===== config.mk =====
export PLATFORM = sky130hd
export DESIGN_NAME = regfile_wb_arbiter
export DESIGN_NICKNAME = d
export VERILOG_FILES = /design/src/rtl/riscv_pkg.sv /design/src/rtl/rf_bypass_mux.sv /design/src/rtl/regfile_wb_arbiter.sv
export SDC_FILE = /design/constraint.sdc
export NUM_CORES = 1
export LEC_CHECK = 0
export CAP_MARGIN = 25
export CORE_MARGIN = 8
export CORE_UTILIZATION = 31
export DETAILED_ROUTE_END_ITERATION = 10
export PLACE_DENSITY = 0.77
export SLEW_MARGIN = 10
export SYNTH_ARGS = -nofsm -noshare
export SYNTH_HDL_FRONTEND = slang
export SYNTH_SLANG_ARGS = --single-unit

===== constraint.sdc =====
create_clock -name clock -period 2.2 [get_ports clock]
set_input_delay 0.22 -clock clock [delete_from_list [all_inputs] [get_ports clock]]
set_output_delay 0.22 -clock clock [all_outputs]
set_load 0.02 [all_outputs]

===== src/rtl/riscv_pkg.sv =====
// Shared core constants: writeback source indices, the hardwired-zero register,
// and the default regfile geometry.
package riscv_pkg;

  localparam int RF_WIDTH      = 32;
  localparam int RF_ADDR_WIDTH = 5;

  typedef enum logic {
    SRC_ALU = 1'b0,
    SRC_LSU = 1'b1
  } wb_src_t;

  localparam logic [RF_ADDR_WIDTH-1:0] REG_X0 = '0;

  function automatic wb_src_t other_src(input wb_src_t s);
    return (s == SRC_ALU) ? SRC_LSU : SRC_ALU;
  endfunction

endpackage


===== src/rtl/rf_bypass_mux.sv =====
// Forwards the in-flight writeback onto one regfile read port; x0 is never forwarded.
// Purely combinational, no backpressure. Compiled only when RF_BYPASS_EN is defined.
`ifdef RF_BYPASS_EN
module rf_bypass_mux
  import riscv_pkg::*;
#(
  parameter int WIDTH      = RF_WIDTH,
  parameter int ADDR_WIDTH = RF_ADDR_WIDTH
) (
  input  logic                  wb_valid,
  input  logic [ADDR_WIDTH-1:0] wb_addr,
  input  logic [WIDTH-1:0]      wb_data,
  input  logic [ADDR_WIDTH-1:0] rd_addr,
  input  logic [WIDTH-1:0]      rf_rdata,
  output logic [WIDTH-1:0]      rdata
);

  logic hit;

  assign hit   = wb_valid & (wb_addr == rd_addr) & (rd_addr != ADDR_WIDTH'(REG_X0));
  assign rdata = hit ? wb_data : rf_rdata;

endmodule
`endif


===== src/rtl/regfile_wb_arbiter.sv =====
// Round-robin share of the regfile write port between ALU and LSU; one-cycle registered write,
// lone requester always accepted, loser of a contention waits one cycle. RF_BYPASS_EN adds read forwarding.
module regfile_wb_arbiter
  import riscv_pkg::*;
#(
  parameter int WIDTH      = RF_WIDTH,
  parameter int ADDR_WIDTH = RF_ADDR_WIDTH,
  parameter int CNT_WIDTH  = 16
) (
  input  logic                  clock,
  input  logic                  clear,
  input  logic                  s0_valid,
  input  logic [ADDR_WIDTH-1:0] s0_addr,
  input  logic [WIDTH-1:0]      s0_data,
  output logic                  s0_ready,
  input  logic                  s1_valid,
  input  logic [ADDR_WIDTH-1:0] s1_addr,
  input  logic [WIDTH-1:0]      s1_data,
  output logic                  s1_ready,
  output logic                  rf_we,
  output logic [ADDR_WIDTH-1:0] rf_addr,
  output logic [WIDTH-1:0]      rf_data,
  input  logic [ADDR_WIDTH-1:0] rd_addr_a,
  input  logic [ADDR_WIDTH-1:0] rd_addr_b,
  input  logic [WIDTH-1:0]      rf_rdata_a,
  input  logic [WIDTH-1:0]      rf_rdata_b,
  output logic [WIDTH-1:0]      rdata_a,
  output logic [WIDTH-1:0]      rdata_b,
  output logic [CNT_WIDTH-1:0]  stall0_cnt,
  output logic [CNT_WIDTH-1:0]  stall1_cnt
);

  wb_src_t               prio;
  logic                  contend;
  logic                  grant0;
  logic                  grant1;
  logic                  any_grant;
  logic [ADDR_WIDTH-1:0] win_addr;
  logic [WIDTH-1:0]      win_data;

  logic                  wb_valid_q;
  logic [ADDR_WIDTH-1:0] wb_addr_q;
  logic [WIDTH-1:0]      wb_data_q;
  logic [CNT_WIDTH-1:0]  stall0_q;
  logic [CNT_WIDTH-1:0]  stall1_q;

  // Arbitration: prio only matters when both sources request together.
  assign contend = s0_valid & s1_valid;
  assign grant0  = s0_valid & (~s1_valid | (prio == SRC_ALU));
  assign grant1  = s1_valid & (~s0_valid | (prio == SRC_LSU));

  // Nothing is accepted while clear is high, so a request is never half-taken.
  assign s0_ready  = grant0 & ~clear;
  assign s1_ready  = grant1 & ~clear;
  assign any_grant = s0_ready | s1_ready;

  always_comb begin
    win_addr = s0_addr;
    win_data = s0_data;
    if (s1_ready) begin
      win_addr = s1_addr;
      win_data = s1_data;
    end
  end

  always_ff @(posedge clock or posedge clear) begin
    if (clear) begin
      prio       <= SRC_ALU;
      wb_valid_q <= 1'b0;
      wb_addr_q  <= '0;
      wb_data_q  <= '0;
    end else begin
      wb_valid_q <= any_grant;
      if (any_grant) begin
        wb_addr_q <= win_addr;
        wb_data_q <= win_data;
      end
      if (contend) begin
        prio <= s0_ready ? other_src(SRC_ALU) : other_src(SRC_LSU);
      end
    end
  end

  // Stall counters saturate rather than wrap so long stalls stay visible.
  always_ff @(posedge clock or posedge clear) begin
    if (clear) begin
      stall0_q <= '0;
      stall1_q <= '0;
    end else begin
      if (s0_valid & ~s0_ready & ~&stall0_q) begin
        stall0_q <= stall0_q + 1'b1;
      end
      if (s1_valid & ~s1_ready & ~&stall1_q) begin
        stall1_q <= stall1_q + 1'b1;
      end
    end
  end

  assign stall0_cnt = stall0_q;
  assign stall1_cnt = stall1_q;

  // x0 writes complete the handshake but never reach the regfile.
  assign rf_we   = wb_valid_q & (wb_addr_q != ADDR_WIDTH'(REG_X0));
  assign rf_addr = wb_addr_q;
  assign rf_data = wb_data_q;

`ifdef RF_BYPASS_EN
  rf_bypass_mux #(
    .WIDTH      (WIDTH),
    .ADDR_WIDTH (ADDR_WIDTH)
  ) u_bypass_a (
    .wb_valid (wb_valid_q),
    .wb_addr  (wb_addr_q),
    .wb_data  (wb_data_q),
    .rd_addr  (rd_addr_a),
    .rf_rdata (rf_rdata_a),
    .rdata    (rdata_a)
  );

  rf_bypass_mux #(
    .WIDTH      (WIDTH),
    .ADDR_WIDTH (ADDR_WIDTH)
  ) u_bypass_b (
    .wb_valid (wb_valid_q),
    .wb_addr  (wb_addr_q),
    .wb_data  (wb_data_q),
    .rd_addr  (rd_addr_b),
    .rf_rdata (rf_rdata_b),
    .rdata    (rdata_b)
  );
`else
  logic unused_rd_addr;

  assign unused_rd_addr = ^{rd_addr_a, rd_addr_b};
  assign rdata_a        = rf_rdata_a;
  assign rdata_b        = rf_rdata_b;
`endif

  // A stalled requester must hold its request stable until accepted.
  a_s0_hold: assert property (@(posedge clock) disable iff (clear)
    (s0_valid & ~s0_ready) |=> (s0_valid & $stable(s0_addr) & $stable(s0_data)));
  a_s1_hold: assert property (@(posedge clock) disable iff (clear)
    (s1_valid & ~s1_ready) |=> (s1_valid & $stable(s1_addr) & $stable(s1_data)));

endmodule


# Yosys cells after proc, flatten, opt, wreduce, memory -nomap -nowiden
# Index checks and enable logic that the tools add are counted.
dict set report word_totals {
  output_inout_bits 136
  ff_bits 71
  elab_cells 35
  in_bits 152
}
dict set report classes {
  addsub 2
  bitwise_logic 19
  n_reduce_logical 5
  mux 3
}
# cell count
set ops {}
lappend ops {{$add 16x1->16 const B} 2}
lappend ops {{$mux 32} 1}
lappend ops {{$reduce_and 16->1} 2}
lappend ops {{$and 1x1->1} 10}
lappend ops {{$not 1->1} 6}
lappend ops {{$mux 5} 1}
lappend ops {{$reduce_bool 5->1} 1}
lappend ops {{$or 1x1->1} 3}
lappend ops {{$logic_not 1->1} 2}
lappend ops {{$mux 1} 1}

# Longest topological paths before layout
# Gate-level depths: netlist of run 1.
dict set report logic_depth {
  word_depth 7
  ltp_mapped 7
  mapped_depth_nobuf 5
}

# Worst setup path before layout of run 1
# Ideal clock, no wire load.
dict set report synth_path {
  path_type {input port to flip-flop}
  from {input port clear}
  to {register wb_data_q[20] (netlist: rf_data[20])}
  n_path_buf 2
  required_time_ps 2066
  arrival_time_ps 2726
  cell_stages 6
  setup_ps 134
  slack_ps -660
  cell_sequence {inv_1 > o21ai_0 > clkbuf_1 > clkbuf_1 > nand2_1 > o21ai_0}
}
dict set report synth_between {
  elab_chain_len 3
  elab_cells_between_ends 5
  cone_classes {mux (1); bitwise (4)}
}
# element line_no
set synth_lines {}
lappend synth_lines {{from (decl)} regfile_wb_arbiter.sv:11} ;# input logic clear,
lappend synth_lines {{$not 1->1 *} {regfile_wb_arbiter.sv:53, regfile_wb_arbiter.sv:54}}
lappend synth_lines {{$and 1x1->1 (on tied branches)} {regfile_wb_arbiter.sv:54, regfile_wb_arbiter.sv:53}}
lappend synth_lines {{$mux 32 / $or 1x1->1 (equally long branches)} {regfile_wb_arbiter.sv:60, regfile_wb_arbiter.sv:55}}
lappend synth_lines {{to (signal assigned)} regfile_wb_arbiter.sv:76} ;# wb_data_q <= win_data;
lappend synth_lines {{to (decl)} regfile_wb_arbiter.sv:43} ;# logic [WIDTH-1:0] wb_data_q;
# Mark *: on every way between the ends. The rest lies on a longest branch, timed or not.
# A chain may end at the register's enable or synchronous reset.

# Worst setup path after layout of run 1
dict set report layout_path {
  from {input port clear}
  to {output port s0_ready}
}
dict set report layout_between {
  elab_chain_len 2
}
# element line_no
set layout_lines {}
lappend layout_lines {{$not 1->1} regfile_wb_arbiter.sv:53} ;# assign s0_ready = grant0 & ~clear;
lappend layout_lines {{$and 1x1->1} regfile_wb_arbiter.sv:53}
lappend layout_lines {{to (decl)} regfile_wb_arbiter.sv:15} ;# output logic s0_ready,
# No other way between the ends.

==> summary.txt, run 1 <==
Run status
  – Status: complete, no violations

Critical path
  – Worst r2r path cells: 5
  – R2R Path Start: stall0_cnt[0]
  – R2r setup slk: 300 ps
  – Critical-path maximum fanout: 3
  – Worst-path cell chain: clkdlybuf4s50_1 -> buf_4 -> buf_4 -> clkinvlp_4 -> and3_1 -> clkdlybuf4s50_1
  – CP max stage cell: clkdlybuf4s50_1
  – RR Endpoint: stall0_cnt[12]
  – Start point of the critical path: clear
  – Setup crit start kind: primary input
  – Setup crit end kind: output port
  – Arrival time of the worst setup path: 1820 ps
  – Required time worst endpoint: approximately 2000 ps
  – Critical Path Max Stage Delay: 600 ps
  – Crit path kind: in -> out

Clocking
  – CTS max path bufs: 2
  – Clock latency on the worst-skew pair: between 300 and 400 ps
  – CTS H-tree depth: 3
  – Num CTS Buffers: 9
  – CTS Root Cell: clkbuf_16
  – # Post-CTS Setup Buffers: 0
  – CTS tree: done
  – Clk sinks: a little over 70

Timing
  – Pins Over Slew Limit: 0
  – Rel. slew slack: 0.396
  – Hold Violations, Final: 0
  – Hold Slack: 440 ps
  – Slew @ Worst Pin: 906 ps
  – Final setup fails: 0
  – Worst Skew: between 6 and 7 ps
  – Final worst slack: 156 ps
  – Crit share post-route: 0.929
  – RSZ-0062 raised after global routing: false
  – Max Clock Freq: 0.489 GHz
  – Post-layout min period: 2040 ps

Logic synthesis
  – Compound-Gate Fraction of Synth Area: 0.0592
  – Yosys reg bits: 71
  – Synth warn: 0
  – Post-Syn Nets: 539
  – Sequential fraction of the synthesis area: 0.457
  – Dominant cell type by area after synthesis: dfrtp_1
  – Main combinational cell family by area after synthesis: simple AND/OR/NAND/NOR gates
  – Post-synth top area share: 0.457
  – Adder-cell share of the synthesized area: 0.00644
  – Syn_area_per_cell: slightly above 10 µm²
  – Cell Area, Synth: 3890 µm²
  – Unique masters post-synth: 35
  – Post-Synth Simple-Gate Area: 0.160
  – Mux cell area share after synthesis: 0.110
  – Post-synthesis instance total: 385
  – Top cells by area, synth: dfrtp_1, buf_4, mux2i_1
  – XOR/XNOR Fraction of Synth Area: 0.0608

Floorplan
  – I/O Pins: between 200 and 300
  – Core ar.: 12400 µm²
  – DIE WIDTH: 128 µm
  – Initial Util: 0.313
  – Die Y: approximately 130 µm
  – FP Rows: 41
  – DIE AREA: 16400 µm²

Place
  – Pre-CTS setup slack: -46.2 ps
  – Cell total after placement: approximately 650
  – PortBufs: 149
  – Placed inst area: 5190 µm²
  – Final HPWL DP: 8230 µm
  – GPL Wtd Cong: 0.799

Job
  – Number of max-cap violations: 0

Drt
  – DR iter-0 viols: 170
  – Post-Route WL: 10600 µm
  – Drt drc: 0
  – Vias per cell: 4.74
  – Wire per inst: 16.1 µm
  – Post-route ant nets: 0
  – Routed via count: about 3100
  – DRT Pass-1 Iters: 4

Power and ir drop
  – Pint: 3.21 mW
  – Total design power: ~4.7 mW
  – PD cells: approximately 860 nW/µm²
  – Psw: 1.50 mW
  – Max VDD drop: 0.412 mV
  – Clk pwr share: 0.303
  – Flop pwr share: 0.384
  – Switching part of the total: 0.319
  – Leakage: 2.52 nW
  – Power share of the combinational group: 0.313

GRT
  – Met3 GRT Util: 0.0624
  – Most used routing layer: met2
  – All-Layer GR Usage: 0.132
  – Met2 GRT Util: 0.216
  – Antenna violations before repair: 0
  – First-pass GRT wire length: 17100 µm
  – GR Util met1: 0.140
  – Largest net degree at the start of global routing: 72
  – Gr ovfl total: 0
  – Vias in the first global route: approximately 3400

Final layout
  – Final instance area: roughly 5500 µm²
  – Antenna cells: 0
  – Commonest non-fill, non-tap cells in the layout: clkdlybuf4s50_1, dfrtp_1, nand2_1
  – Area Overhead vs Synth: 40.9%
  – Nets: 638
  – Share of cells above drive strength 1: 0.0844
  – Commonest non-fill, non-tap cell in the layout: clkdlybuf4s50_1
  – Non-filler cells, final: about 660

Worst hold path
  – Worst Hold Class: in -> out
  – Worst Hold End: rdata_a[8]
  – Hold Path Depth: 0
  – Hold_sp: rf_rdata_a[8]
[power groups by stage]
stage,registers (mW),logic [mW],clock network [mW]
after global placement,1.81,1.46,0
after floorplan,2.08,0.573,0
after detailed placement,1.83,1.49,0
final,1.81,1.47,1.43
after CTS,1.82,1.50,1.48
after global routing,1.85,1.60,1.53
[stage by stage]
| stage | util | TNS [ps] |
|---|---|---|
| 6_report | 0.441 | 0 |
| 3_5_place_dp | 0.418 | -66.5 |
| 4_1_cts | 0.441 | 0 |
| 2_1_floorplan | - | 0 |
| 5_1_grt | 0.441 | 0 |
| 3_3_place_gp | 0.418 | -25.3 |
[registers in the layout, summed over array words and instances (netlist names)]
signal,count
stall1_cnt,16
rf_data,32
prio,1
rf_addr,5
wb_valid_q,1
stall0_cnt,16
[cells in the mapped netlist (all sizes together)]
cell type and instances:
ha 2, dfrtp 71, mux2i 37, or4 1
nor4b 3, or4b 2, or2 1, nor3 14
and4 2, o21a 1, nor2b 1, nor4 10
nor2 8, buf 68, o2111ai 2, a21oi 2
nand4 9, nor3b 2, nand3 12, or3b 1
clkbuf 9, xor2 27, nand2 47, mux2 5
inv 6, nand2b 1, o21ai 39, and3 2
[layout make-up]
type,instances,area (µm²)
Multi-Input combinational cell,231,1550
Clock buffer,12,256
Fill cell,1208,6940
Sequential cell,71,1780
Timing Repair Buffer,165,1620
Inverter,6,26.3
Clock inverter,1,30.0
Tap cell,172,215
[layer usage]
layer  vias up  share of wire  wire, µm
met5         -              0         0
met4         0          0.024       250
met3        36           0.10      1100
met2       153           0.49      5170
met1      1463           0.39      4100
li1       1465              -         -
[worst max-delay path, delay by kind of cell]
family / cells / cell delay, ps
simple gates: 1 / 150
buf+inv: 5 / 1440
[kinds of logic after synthesis]
kind of cell	after synthesis
and+or+nand+nor	116
buffers and inverters	83
DFF	71
AOI/OAI and AO/OA	44
muxes	42
xor gates and xnor gates	27
adders and majority gates	2
[how the worst max path moves through the flow]
| stage | end | slack (ps) |
|---|---|---|
| 2_1_floorplan | rf_data[10] | 30 |
| 3_3_place_gp | s1_ready | -30 |
| 3_5_place_dp | s1_ready | -50 |
| 4_1_cts | s0_ready | 150 |
| 5_1_grt | s0_ready | 120 |
| 6_report | s0_ready | 160 |
[what timing repair did]
item | CTS | global route
endpoints found under the hold margin | 0 | 0
hold buffers | 0 | 0
endpoints found under the setup margin | 2 | 0
gates resized for setup | 2 | 0
No activity file was read; power rests on OpenSTA's default activity.
==> inputs of run 2 (changes only) <==
- CAP_MARGIN: 25 -> unset
- PLACE_DENSITY: 0.77 -> 0.89
==> run 2 against run 1 <==
Effect of this change:
- first-iteration DRC count down 19%
- sequential power about the same
- register-to-register slack got worse by 130 ps
- maximum frequency is 0.72% higher
- clock skew down 1.3 ps
- clock power increased by 7%
- die area unchanged
- combinational power is 4% lower
- worst setup slack better by 15 ps
- largest cell class unchanged
- largest power group unchanged
- highest routed layer unchanged
==> summary.txt, run 2 (synthesized netlist as in run 1, its figures left out) <==
Timing
  – Max Clock Freq: 0.493 GHz (+0.72%)
  – Final setup fails: 0 (unchanged)
  – Worst Skew: 5.18 ps (-1.29 ps)
  – Hold Violations, Final: 0 (unchanged)
  – RSZ-0062 raised after global routing: false
  – Post-layout min period: 2030 ps (-14.6 ps)
  – Rel. slew slack: 0.396 (about the same)
  – Slew @ Worst Pin: 906 ps (-0.240 ps)
  – Crit share post-route: 0.923 (-0.00665)
  – Pins Over Slew Limit: 0 (unchanged)

GRT
  – GR Util met1: 0.141 (+0.00177)
  – Vias in the first global route: 3221 (-4.1%)
  – Gr ovfl total: 0 (unchanged)
  – Antenna violations before repair: 0 (unchanged)
  – Met2 GRT Util: 0.220 (+0.00404)
  – Most used routing layer: met2
  – All-Layer GR Usage: 0.131 (-0.000980)
  – Met3 GRT Util: 0.0466 (-0.0158)
  – Largest net degree at the start of global routing: 72 (unchanged)
  – First-pass GRT wire length: 16800 µm (-1.6%)

Clocking
  – CTS Root Cell: clkbuf_16
  – # Post-CTS Setup Buffers: 0 (unchanged)
  – CTS H-tree depth: 3 (unchanged)
  – CTS max path bufs: 2 (unchanged)
  – Clk pin slew, worst setup/hold paths: 60 ps
  – CTS tree: done
  – Cts hold-fix bufs: 0 (unchanged)
  – Num CTS Buffers: 9 (unchanged)
  – Clock latency on the worst-skew pair: 320 ps (about the same)
  – Post-CTS resize count: 2 (unchanged)
  – Clk sinks: 71 (unchanged)

Final layout
  – Reg area: 1780 µm² (unchanged)
  – Commonest non-fill, non-tap cells in the layout: clkdlybuf4s50_1, dfrtp_1, nand2_1
  – Area Overhead vs Synth: 40.0%
  – Nets: 630 (-1.3%)
  – Max FFs per register: 32 (unchanged)
  – Share of cells above drive strength 1: 0.0748 (-0.00952)
  – Fill cells: 1192 (-1.3%)
  – Finished Core Util: 0.439 (-0.00262)
  – Multi-input logic area: 1550 µm² (unchanged)
  – Antenna cells: 0 (unchanged)
  – Non-filler cells, final: 653 (-0.76%)
  – Final instance area: 5450 µm² (-0.59%)
  – Commonest non-fill, non-tap cell in the layout: clkdlybuf4s50_1

Critical path
  – Setup crit end kind: flop
  – Required time worst endpoint: 2410 ps (+430 ps)
  – Setup crit start kind: flop
  – Critical-path maximum fanout: 6 (+3)
  – Crit path kind: reg -> reg
  – Arrival time of the worst setup path: 2240 ps (+420 ps)

Place
  – Final HPWL DP: 8240 µm (+0.13%)
  – Cell total after placement: 637 (-1.2%)
  – PortBufs: 149 (unchanged)
  – GPL Wtd Cong: 0.810 (+1.4%)
  – Placed inst area: 5130 µm² (-1.2%)

Drt
  – Wire per inst: 16.3 µm (+1.1%)
  – Vias per cell: 4.68 (-1.2%)
  – DR iter-0 viols: 138 (-19%)
  – Routed via count: 3055 (-2.0%)
  – Post-route ant nets: 0 (unchanged)
  – Post-Route WL: 10700 µm (+0.36%)
  – DRT Pass-1 Iters: 4 (unchanged)
  – Drt drc: 0 (unchanged)

Power and ir drop
  – Leakage: 2.49 nW (-1.2%)
  – Max VDD drop: 0.566 mV (+37%)
  – Total design power: 4.77 mW (+1.3%)
  – PD cells: 877 nW/µm² (+1.9%)

Floorplan
  – DIE WIDTH: 128 µm (unchanged)
  – I/O Pins: 288 (unchanged)
  – Die Y: 128 µm (unchanged)
  – Core ar.: 12400 µm² (unchanged)
  – DIE AREA: 16400 µm² (unchanged)
  – Initial Util: 0.313 (unchanged)
  – FP Rows: 41 (unchanged)

Worst hold path
  – Worst Hold Class: in -> out

Run status
  – Status: complete, no violations

Job
  – Number of max-cap violations: 0 (unchanged)
## run 2: cell type report
class                           instances  share of cell area
Sequential cell                        71               0.326
Timing Repair Buffer                  157               0.287
Multi-Input combinational cell        231               0.285
Clock buffer                           10              0.0420
Tap cell                              172              0.0395
Clock inverter                          6              0.0156
Inverter                                6             0.00483
## run 2: critical path, stage by stage (launching register included)
cell	delay (ps)
dfrtp_1	440
ha_1	280
nand4_4	160
or4b_4	580
nor2_1	110
mux2_2	340
## run 2: per-layer routing
metal | up-vias | part of all wire
li1 | 1449 | -
met3 | 29 | 0.080
met4 | 0 | 0.027
met2 | 116 | 0.50
met5 | - | 0
met1 | 1461 | 0.40
## run 2: power breakdown
group	switching [mW]	internal (mW)
logic	0.688	0.720
registers	0.293	1.54
clock network	0.543	0.988
total	1.52	3.25
## run 2: final timing paths
| path | slack (ps) | end | from | cells after the start |
|---|---|---|---|---|
| min | 440 | rdata_a[13] | rf_rdata_a[13] | 0 |
| max | 170 | stall0_cnt[12] | stall0_cnt[0] | 5 |
| min in group asynchronous | 720 | prio | clear | 4 |
| min reg2reg | 480 | rf_data[7] | rf_data[7] | 2 |
| max in group asynchronous | 850 | stall1_cnt[5] | clear | 4 |
| max reg2reg | 170 | stall0_cnt[12] | stall0_cnt[0] | 5 |
## run 2: stage by stage
stage,hold slack (ps),setup TNS (ps),setup WS (ps)
CTS,440,0,155
global placement,440,-41.0,-41.0
floorplan,402,0,29.3
finish,440,0,170
global route,440,0,55.8
detailed placement,440,-80.2,-58.1
